### config.mk
export PLATFORM = sky130hd
export DESIGN_NAME = bcd_digit_counter_flat
export DESIGN_NICKNAME = d
export VERILOG_FILES = /design/src/rtl/bcd_digit_counter_if.sv /design/src/rtl/bcd_digit_counter.sv /design/src/flat_wrapper.sv
export SDC_FILE = /design/constraint.sdc
export NUM_CORES = 1
export LEC_CHECK = 0
export ABC_AREA = 1
export CAP_MARGIN = 20
export CORE_MARGIN = 2
export CORE_UTILIZATION = 50
export CTS_CLUSTER_SIZE = 20
export DETAILED_ROUTE_END_ITERATION = 8
export GPL_TIMING_DRIVEN = 0
export PLACE_DENSITY = 0.79
export SYNTH_ARGS = -nofsm -noshare
export SYNTH_HDL_FRONTEND = slang
export SYNTH_SLANG_ARGS = --single-unit
### constraint.sdc
create_clock -name clk -period 2 [get_ports clk]
set_input_delay 0.3 -clock clk [delete_from_list [all_inputs] [get_ports clk]]
set_output_delay 0.3 -clock clk [all_outputs]
set_load 0.02 [all_outputs]
### src/rtl/bcd_digit_counter_if.sv
// Control/status bundle of the BCD digit counter: count controls in,
// count value, status pulses and display-scan outputs back.
interface bcd_digit_counter_if #(
    parameter int N_DIGITS = 2
);
    logic                    en;
    logic                    up;
    logic                    clear;
    logic                    load;
    logic [4*N_DIGITS-1:0]   load_val;
    logic [4*N_DIGITS-1:0]   bcd;
    logic                    co;
    logic                    load_err;
    logic [3:0]              digit_a;
    logic [N_DIGITS-1:0]     scan_sel;

    modport master (
        output en, up, clear, load, load_val,
        input  bcd, co, load_err, digit_a, scan_sel
    );

    modport slave (
        input  en, up, clear, load, load_val,
        output bcd, co, load_err, digit_a, scan_sel
    );
endinterface

### src/rtl/bcd_digit_counter.sv
// Multi-digit BCD up/down counter with enable prescaler, parallel load and a
// free-running digit-scan multiplexer feeding a downstream decimal decoder.
module bcd_digit_counter #(
    parameter int N_DIGITS = 2,
    parameter int PRESCALE = 4,
    parameter int SCAN_DIV = 3
) (
    input logic               clk,
    input logic               rst_n,
    bcd_digit_counter_if.slave bus
);
    localparam int PW = (PRESCALE > 1) ? $clog2(PRESCALE) : 1;
    localparam int SW = (SCAN_DIV > 1) ? $clog2(SCAN_DIV) : 1;
    localparam logic [PW-1:0] PRE_LAST  = PW'(PRESCALE - 1);
    localparam logic [SW-1:0] SCAN_LAST = SW'(SCAN_DIV - 1);
    localparam int BW = 4 * N_DIGITS;

    logic [BW-1:0]       bcd_q, bcd_d, cnt_val;
    logic [PW-1:0]       pre_q, pre_d;
    logic [SW-1:0]       scan_cnt_q, scan_cnt_d;
    logic [N_DIGITS-1:0] sel_q, sel_d;
    logic [3:0]          digit_q, digit_d;
    logic                co_q, co_d;
    logic                err_q, err_d;
    logic                load_ok;
    logic                carry;
    logic                cnt_wrap;
    logic                scan_step;

    // NOTE: every always_comb output is given a default before any branch so
    // no path leaves it unassigned and no latch is inferred.
    always_comb begin
        load_ok = 1'b1;
        for (int i = 0; i < N_DIGITS; i++) begin
            if (bus.load_val[4*i +: 4] > 4'd9) load_ok = 1'b0;
        end
    end

    // Ripple carry/borrow through the digits; the carry out of the top digit
    // is the wrap indication.
    always_comb begin
        cnt_val = bcd_q;
        carry   = 1'b1;
        for (int i = 0; i < N_DIGITS; i++) begin
            if (carry) begin
                if (bus.up) begin
                    if (bcd_q[4*i +: 4] >= 4'd9) begin
                        cnt_val[4*i +: 4] = 4'd0;
                    end else begin
                        cnt_val[4*i +: 4] = bcd_q[4*i +: 4] + 4'd1;
                        carry             = 1'b0;
                    end
                end else begin
                    if (bcd_q[4*i +: 4] == 4'd0) begin
                        cnt_val[4*i +: 4] = 4'd9;
                    end else begin
                        cnt_val[4*i +: 4] = bcd_q[4*i +: 4] - 4'd1;
                        carry             = 1'b0;
                    end
                end
            end
        end
        cnt_wrap = carry;
    end

    always_comb begin
        bcd_d = bcd_q;
        pre_d = pre_q;
        co_d  = 1'b0;
        err_d = 1'b0;
        if (bus.clear) begin
            bcd_d = '0;
            pre_d = '0;
        end else if (bus.load) begin
            // A rejected load leaves count and prescaler untouched.
            if (load_ok) begin
                bcd_d = bus.load_val;
                pre_d = '0;
            end else begin
                err_d = 1'b1;
            end
        end else if (bus.en) begin
            if (pre_q == PRE_LAST) begin
                pre_d = '0;
                bcd_d = cnt_val;
                co_d  = cnt_wrap;
            end else begin
                pre_d = pre_q + 1'b1;
            end
        end
    end

    // The scanned digit is taken from the post-update count so a tick and a
    // scan step on the same edge never show a stale digit.
    always_comb begin
        scan_step  = (scan_cnt_q == SCAN_LAST);
        scan_cnt_d = scan_step ? '0 : scan_cnt_q + 1'b1;
        sel_d      = scan_step ? ((sel_q << 1) | (sel_q >> (N_DIGITS - 1))) : sel_q;
        digit_d    = 4'd0;
        for (int i = 0; i < N_DIGITS; i++) begin
            if (sel_d[i]) digit_d = bcd_d[4*i +: 4];
        end
    end

    // NOTE: registers are updated with non-blocking assignments so every
    // flop samples the pre-edge values regardless of statement order.
    always_ff @(posedge clk or negedge rst_n) begin
        if (!rst_n) begin
            bcd_q      <= '0;
            pre_q      <= '0;
            co_q       <= 1'b0;
            err_q      <= 1'b0;
            scan_cnt_q <= '0;
            sel_q      <= N_DIGITS'(1);
            digit_q    <= 4'd0;
        end else begin
            bcd_q      <= bcd_d;
            pre_q      <= pre_d;
            co_q       <= co_d;
            err_q      <= err_d;
            scan_cnt_q <= scan_cnt_d;
            sel_q      <= sel_d;
            digit_q    <= digit_d;
        end
    end

    assign bus.bcd      = bcd_q;
    assign bus.co       = co_q;
    assign bus.load_err = err_q;
    assign bus.scan_sel = sel_q;
    assign bus.digit_a  = digit_q;
endmodule

### src/flat_wrapper.sv
// flat-port wrapper written by rule: the top's interface ports become plain ports
module bcd_digit_counter_flat 
#(
    parameter int N_DIGITS = 2,
    parameter int PRESCALE = 4,
    parameter int SCAN_DIV = 3
)
  (clk, rst_n, bus_en, bus_up, bus_clear, bus_load, bus_load_val, bus_bcd, bus_co, bus_load_err, bus_digit_a, bus_scan_sel);
  bcd_digit_counter_if #(.N_DIGITS(N_DIGITS)) bus_i ();
  input logic clk;
  input logic rst_n;
  input wire logic [$bits(bus_i.en)-1:0] bus_en;
  input wire logic [$bits(bus_i.up)-1:0] bus_up;
  input wire logic [$bits(bus_i.clear)-1:0] bus_clear;
  input wire logic [$bits(bus_i.load)-1:0] bus_load;
  input wire logic [$bits(bus_i.load_val)-1:0] bus_load_val;
  output wire logic [$bits(bus_i.bcd)-1:0] bus_bcd;
  output wire logic [$bits(bus_i.co)-1:0] bus_co;
  output wire logic [$bits(bus_i.load_err)-1:0] bus_load_err;
  output wire logic [$bits(bus_i.digit_a)-1:0] bus_digit_a;
  output wire logic [$bits(bus_i.scan_sel)-1:0] bus_scan_sel;
  assign bus_i.en = bus_en;
  assign bus_i.up = bus_up;
  assign bus_i.clear = bus_clear;
  assign bus_i.load = bus_load;
  assign bus_i.load_val = bus_load_val;
  assign bus_bcd = bus_i.bcd;
  assign bus_co = bus_i.co;
  assign bus_load_err = bus_i.load_err;
  assign bus_digit_a = bus_i.digit_a;
  assign bus_scan_sel = bus_i.scan_sel;
  bcd_digit_counter #(.N_DIGITS(N_DIGITS), .PRESCALE(PRESCALE), .SCAN_DIV(SCAN_DIV)) u_core (.clk(clk), .rst_n(rst_n), .bus(bus_i));
endmodule
Word-level counts from Yosys, hierarchy flattened --
Index checks and enable logic that the tools add are counted.
Word-level totals: word-level logic and storage cells 62, output and inout bits 16, bits of input ports 14, register bits 20
Cells by class: reductions and logical operators 4, magnitude comparators 4, equal/unequal tests 3, add/subtract/negate cells 6, muxes and demuxes 37, bitwise operators 1
Operator list (number):
- 8-bit 2-to-1 mux | 5
- 4-bit 2-to-1 mux | 9
- 1-bit 2-to-1 mux | 16
- 2-bit 2-to-1 mux | 7
- 4-bit by 1-bit adder with 4-bit output (second input constant) | 2
- 4-bit greater-or-equal comparator (second input constant) | 2
- 4-bit > comparator (second input constant) | 2
- 4-bit logical NOT | 2
- 4-bit by 1-bit subtractor with 4-bit output (second input constant) | 2
- 2-bit by 1-bit adder with 2-bit output (second input constant) | 2
- 2-bit == test (second input constant) | 2
- 3-bit by 2-bit inequality test with 1-bit output (second input constant) | 1
- 3-bit nonzero test | 1
- 2-bit by 1-bit OR with 2-bit output | 1
- 2-bit AND reduction | 1

Logic depth before layout (Yosys ltp) --
depth in word-level cells 10, gate-level depth with buffers 13, gate-level depth less buffers 13

Worst setup path before layout --
No wires, ideal clock.
kind register -> register, start point register u_core.bcd_q[0], in the netlist u_core.bus.bcd[0], end point register u_core.digit_q[3], in the netlist u_core.bus.digit_a[3], setup time 117 ps, setup slack 310 ps, stages on the path, launching flop included 12, arrival time 1573 ps, clock period less this slack 1690 ps, required time 1883 ps, cell sequence dfrtp_1 inv_1 ha_1 nand3_1 a21oi_1 nor2_4 nand3_2 nand2_1 nand2_1 nand2_1 nand2_1 nand2_1
Between the ends: longest elaborated chain between the ends 9
RTL lines:
- start: declaration | RTL line bcd_digit_counter.sv:18 | logic [BW-1:0] bcd_q, bcd_d, cnt_val;
- start signal: assignment | RTL line bcd_digit_counter.sv:109 | bcd_q <= '0;
- start signal: assignment | RTL line bcd_digit_counter.sv:117 | bcd_q <= bcd_d;
- 4-bit greater-or-equal comparator or 4-bit logical NOT (tied branches) | RTL line bcd_digit_counter.sv:47, bcd_digit_counter.sv:54
- 1-bit 2-to-1 mux, on equally long branches | RTL line bcd_digit_counter.sv:47, bcd_digit_counter.sv:54
- 1-bit 2-to-1 mux (*) | RTL line bcd_digit_counter.sv:46 | if (bus.up) begin
- 4-bit 2-to-1 mux (*) | RTL line bcd_digit_counter.sv:45 | if (carry) begin
- 8-bit 2-to-1 mux (*) | RTL line bcd_digit_counter.sv:83 | if (pre_q == PRE_LAST) begin
- 8-bit 2-to-1 mux (*) | RTL line bcd_digit_counter.sv:82 | end else if (bus.en) begin
- 8-bit 2-to-1 mux (*) | RTL line bcd_digit_counter.sv:74 | end else if (bus.load) begin
- 8-bit 2-to-1 mux (*) | RTL line bcd_digit_counter.sv:71 | if (bus.clear) begin
- net u_core.bcd_d[7] | RTL line bcd_digit_counter.sv:18
- 4-bit 2-to-1 mux (*) | RTL line bcd_digit_counter.sv:101 | if (sel_d[i]) digit_d = bcd_d[4*i +: 4];
- net u_core.digit_d[3] | RTL line bcd_digit_counter.sv:22 | logic [3:0] digit_q, digit_d;
- end signal: assignment | RTL line bcd_digit_counter.sv:123 | digit_q <= digit_d;
- end: declaration | RTL line bcd_digit_counter.sv:22
Mark *: on every way through the listed nets, which the timed path passes. The rest lies on a longest branch. A chain may end at the register's enable or synchronous reset.

Worst setup path after layout --
start point register u_core.bcd_q[0], in the netlist u_core.bus.bcd[0], end point register u_core.digit_q[1], in the netlist u_core.bus.digit_a[1]
Same word-level chain as after synthesis.

==> metrics.txt <==
Crit path largest cell delay=460 ps; largest net degree at the start of global routing=21; Worst-path clk slew=110 ps; most common cell type on the critical path=nand2_1; clk_skew=2.751 ps; minimum clock period=1806 ps; Logic pwr share=0.267; endpoint class of the critical path=flip-flop; leakage=0.9238 nW; GRT Overall Usage=0.2242; Yosys reg bits=20; Worst path depth=11; # resized after CTS=0; Rows=19; TritonCTS clock tree=yes; final WL=3381 um; max-cap viol count=0; die area=3229 um2; worst slew pin tran=891.3 ps; VDD IR-drop max=0.4658 mV; Post-DRT Antenna Nets=0; H-tree lvl count=1; Fin. Hold Viols=0; Post-Syn Instances=195; Finished Core Util=0.6584; fin crit share=0.9029; Int Pwr=737.1 uW; r2r setup slk=190 ps; Fillers=242; gr ovfl total=0; starting density of the core=0.5148; number of global-route vias before repair=1411; diode count=0; Pwr Density=586.5 nW/um2; Hold Crit Endpoint=u_core.scan_cnt_q[0]; antenna violations before repair=0; dpl hpwl=2727 um; Worst Reg-to-Reg Cells=11; Clock Sinks=20; outcome=finished clean; Mapped Nets=217; CTS buffer count=3; DR iter-0 viols=37; worst-path cell chain=inv_1 > ha_2 > nand3_2 > nand2_2 > nand2_2 > nor2_4 > nand2_1 > nand3_1 > o21ai_2 > nand2_1 > nand2_1; Hold Crit Depth=1; PortBufs=29; Slowest-stage cell, CP=dfrtp_2; first-pass GRT wire length=5851 um; layout cells sized above 1=0.1096; min-delay src=u_core.scan_cnt_q[0]; first drt pass iteration count=5; Yosys warning count=0; Top delay family on crit path=simple AND/OR/NAND/NOR gates; WS Path Type=flip-flop to flip-flop; sw frac=0.2956; Clock Path Buffers=2; die height=56.82 um; CTS Hold Buffers Added=0; placer congestion estimate=0.8548; clock latency on the worst-skew pair=290 ps; Fin Setup TNS=0 ps; final net count=251; core area=2710 um2; max-slew violations=0; sequential fraction of the synthesis area=0.3596; Worst Hold Class=flip-flop to flip-flop; Arrival @ worst endpoint=2000 ps; io pins=30; postcts setup bufs=0; crit path buf inv count=1; vias per cell=5.471; Syn Std Cell Area=1395 um2; startpoint types=flip-flop; Layout area overhead=27.89%; clock root buffer=clkbuf_4; DIE WIDTH=56.82 um; CP max FO=6; DR vias=1417; DRC Markers=0; Max Fclk=0.5538 GHz; post-synth cell types=24; Critical Path RT=2200 ps; Flop pwr share=0.423; wire length per cell=13.05 um; Clk pwr share=0.310; reg2reg start=u_core.bus.bcd[0]; Rel. slew slack=0.4040; P_sw=309.3 uW; final setup fails=0; syn_area_per_cell=7.154 um2; worst r2r dst=u_core.bus.digit_a[1]; RSZ-0062 raised after global routing=false
==> routing by layer <==
layer  up-vias  global-route usage  routed length, um
li1        702                   -                  -
met2        44              0.3904               1682
met4         0             0.08306                 59
met3        10             0.02765                156
met1       661              0.2834               1482
met5         -                   0                  0
==> worst register-to-register path, cell delays in order, from the launching register on <==
cell and delay (ps):
dfrtp_2 460, inv_1 160, ha_2 260, nand3_2 110
nand2_2 100, nand2_2 90, nor2_4 160, nand2_1 90
nand3_1 100, o21ai_2 80, nand2_1 60, nand2_1 50
==> flip-flops by register name (all words and copies together) (netlist names) <==
| name | flops |
|---|---|
| u_core.bus.co | 1 |
| u_core.bus.digit_a | 4 |
| u_core.bus.bcd | 8 |
| u_core.pre_q | 2 |
| u_core.bus.scan_sel | 2 |
| u_core.bus.load_err | 1 |
| u_core.scan_cnt_q | 2 |
==> Yosys cell counts <==
| cell type | number | area (um2) |
|---|---|---|
| o211ai_1 | 6 | 45.04 |
| inv_2 | 2 | 7.510 |
| o21ai_0 | 12 | 60.06 |
| o21ai_2 | 2 | 17.52 |
| nand4_1 | 3 | 18.77 |
| clkbuf_4 | 1 | 7.510 |
| nor3_1 | 2 | 10.01 |
| nand3_2 | 4 | 40.04 |
| buf_6 | 2 | 22.52 |
| dfstp_2 | 1 | 26.28 |
| nor2_1 | 13 | 48.80 |
| a21oi_1 | 5 | 25.02 |
| ha_1 | 8 | 100.1 |
| nand2_1 | 70 | 262.8 |
| o21ai_1 | 1 | 5.000 |
| buf_2 | 1 | 5.000 |
| nor2_4 | 2 | 22.52 |
| nand3b_1 | 1 | 7.510 |
| nand3_1 | 17 | 85.08 |
| dfrtp_1 | 19 | 475.5 |
| o31ai_1 | 1 | 7.510 |
| inv_1 | 18 | 67.56 |
| nand2_2 | 3 | 18.77 |
| xnor2_1 | 1 | 8.760 |
==> placed cells by master (no fill, tap or decap), types with 3 or more instances in the layout <==
cell / n
a21oi_1: 4
clkbuf_4: 4
clkdlybuf4s50_1: 29
dfrtp_1: 18
ha_1: 7
inv_1: 18
nand2_1: 70
nand2_2: 3
nand3_1: 17
nand3_2: 4
nand4_1: 3
nor2_1: 13
o211ai_1: 6
o21ai_0: 12
==> kinds of logic (layout without fill, tap and decap cells) <==
| group | Yosys count | after routing | synth area share |
|---|---|---|---|
| simple gates | 115 | 115 | 0.3686 |
| compound gates | 27 | 27 | 0.1148 |
| buf+inv | 24 | 57 | 0.07892 |
| flops | 20 | 20 | 0.3596 |
| fa+ha+maj | 8 | 8 | 0.07175 |
| xor+xnor | 1 | 1 | 0.006279 |
==> cell type report <==
cell class                 instances  area, um2  area share
sequential                        20      503.0      0.2819
multi-input combinational        151      789.5      0.4425
inverter                          20      75.07     0.04208
timing repair buffer              29      290.3      0.1627
clock inverter                     1      30.03     0.01683
clock buffer                       3      22.52     0.01262
buffer                             4      35.03     0.01964
tap                               31      38.79     0.02174
==> power by group through the flow <==
stage | clock network, mW | registers [mW] | logic [mW]
after floorplan | 0 | 0.462 | 0.158
after global placement | 0 | 0.448 | 0.263
after detailed placement | 0 | 0.450 | 0.273
after CTS | 0.331 | 0.442 | 0.275
after global routing | 0.348 | 0.446 | 0.314
final | 0.325 | 0.442 | 0.279
==> worst max-delay path by stage <==
stage,endpoint,start
floorplan,u_core.bus.digit_a[3],u_core.bus.bcd[0]
finish,u_core.bus.digit_a[1],u_core.bus.bcd[0]
global route,u_core.bus.digit_a[3],u_core.bus.bcd[0]
CTS,u_core.bus.digit_a[1],u_core.bus.bcd[0]
detailed placement,u_core.bus.digit_a[0],bus_en
global placement,u_core.bus.digit_a[0],bus_en
==> metrics by stage <==
step	cell area [um2]	hold WS (ps)	worst slack, ps	std cells	power (mW)
after floorplan	1395	4.409	310.1	195	0.6204
after global placement	1724	407.5	115.5	255	0.7112
after detailed placement	1724	412.1	80.68	255	0.7231
after CTS	1777	430.1	150.5	259	1.048
after global routing	1784	439.8	9.817	259	1.108
final	1784	426.9	194.1	259	1.046
No activity file was read; power rests on OpenSTA's default activity.
==> RTL edit: new RTL, config.mk and constraints unchanged <==
`N_DIGITS` is set to 2 in 3 places; all go to 4.
--- a/src/rtl/bcd_digit_counter_if.sv
+++ b/src/rtl/bcd_digit_counter_if.sv
@@ -1,7 +1,7 @@
 // Control/status bundle of the BCD digit counter: count controls in,
 // count value, status pulses and display-scan outputs back.
 interface bcd_digit_counter_if #(
-    parameter int N_DIGITS = 2
+    parameter int N_DIGITS = 4
 );
     logic                    en;
     logic                    up;
--- a/src/rtl/bcd_digit_counter.sv
+++ b/src/rtl/bcd_digit_counter.sv
@@ -1,7 +1,7 @@
 // Multi-digit BCD up/down counter with enable prescaler, parallel load and a
 // free-running digit-scan multiplexer feeding a downstream decimal decoder.
 module bcd_digit_counter #(
-    parameter int N_DIGITS = 2,
+    parameter int N_DIGITS = 4,
     parameter int PRESCALE = 4,
     parameter int SCAN_DIV = 3
 ) (
--- a/src/flat_wrapper.sv
+++ b/src/flat_wrapper.sv
@@ -1,7 +1,7 @@
 // flat-port wrapper written by rule: the top's interface ports become plain ports
 module bcd_digit_counter_flat 
 #(
-    parameter int N_DIGITS = 2,
+    parameter int N_DIGITS = 4,
     parameter int PRESCALE = 4,
     parameter int SCAN_DIV = 3
 )
Ports: changed (resized bus_bcd, bus_load_val and bus_scan_sel); port bits go from 30 to 48. No check against the original RTL was run, so the function may have changed too.
==> RTL edit against the original RTL <==
Routed wire length increased by 120%. Power is 89% higher. Worst hold slack lost 55 ps. Sequential cell count is 10 higher. Final area is 97% higher. Critical endpoint is now bus_bcd[3]. Clock power is 140% higher. Area after synthesis up 90%. Largest cell class unchanged. Critical path type is now flop to output port. Synthesized cell count increased by 100%. Worst setup slack got worse by 79 ps. Final cell count increased by 110%.
==> RTL edit: results (changes against the original RTL) <==
Non-clk invs=55 (+180%); synth unique cells=36 (+50%); CP peak stage delay=690 ps (+230 ps); ranking of synthesized cells by area=dfrtp_1, nand2_1, nand3_1, ha_1, inv_1; Commonest cells post-synth=nand2_1, nand3_1, inv_1; reg2reg path depth=13 (+2); CTS resizes=5 (+5); syn nets=433 (+100%); syn_area_per_cell=6.69 sq um (-6.5%); combinational power=0.546 mW (+96%); #MultiIn Comb=302 (+100%); Placed Instances=515 (+100%); layout cells sized above 1=18.0% (+7.0 points); clk_skew=2.85 ps (+0.0949 ps); met3 WL post-DR=536 um (+240%); Clock Tree Root=clkbuf_8; vias in the first global route=2575 (+82%); CP max-delay cell=clkdlybuf4s50_1; adder-cell area share of the yosys netlist=6.59% (-0.58 points); Slew @ Worst Pin=625 ps (-267 ps); HP Class=input pin to asynchronous set/reset pin; status=complete, no violations; cell row count=26 (+7); Worst VDD drop=508 uV (+9.0%); Synth Register Bits=30 (+50%); Fillers=447 (+85%); Nets=497 (+98%); max reg flops=16 (+8); LEAKAGE=1.92 nW (+110%); part of the Yosys area used for sequential elements=28.3% (-7.7 points); hpwl dp=5670 um (+110%); Clk pin slew, worst setup/hold paths=70 ps (-40 ps); Worst R2R Setup Slack=120 ps (-80 ps); Synth Area in XOR/XNOR=1.65% (+1.0 points); pin count of the biggest net entering global routing=20 (-4.8%); filler-free cell count of the finished design=532 (+110%); CTS Buf Count=5 (+2); drt total wl=7570 um (+120%); Final non-clock buffer share=18.0% (-0.24 points); Crit. Startpoint=u_core.bus.bcd[3]; met1 usage=33.1% (+4.8 points); routability cong.=0.859 (+0.44%); WL met2=3730 um (+120%); gr usage total=26.0% (+3.5 points); Sw Share=30.0% (+0.43 points); sequential share of cell area=21.4% (-6.7 points); input/output buffers=47 (+62%)
## RTL edit: cell types whose count changed in the layout (fill, tap and decap cells not counted), moves of 11 or more
cell             unedited run  this run
nor2_1                     13        24
nand4_1                     3        16
clkdlybuf4s50_1            29        47
inv_2                       2        15
nand2_1                    70       123
nand3_1                    17        58
inv_1                      18        37
## RTL edit: worst min path at each step
stage,start,end,slack (ps),cells past startpoint
6_report,rst_n,u_core.scan_cnt_q[0],370,1
2_1_floorplan,rst_n,u_core.bus.bcd[0],4,0
5_1_grt,rst_n,u_core.bus.bcd[8],410,1
4_1_cts,rst_n,u_core.scan_cnt_q[0],380,1
3_5_place_dp,u_core.scan_cnt_q[0],u_core.scan_cnt_q[0],420,1
3_3_place_gp,u_core.scan_cnt_q[0],u_core.scan_cnt_q[0],410,1
## RTL edit: worst reg2reg max path, delay by kind of cell (launching register included)
kind                       cells  cell delay (ps)
and+or+nand+nor               11             1030
DFF                            1              450
adders and majority gates      1              180
buffers and inverters          1              100
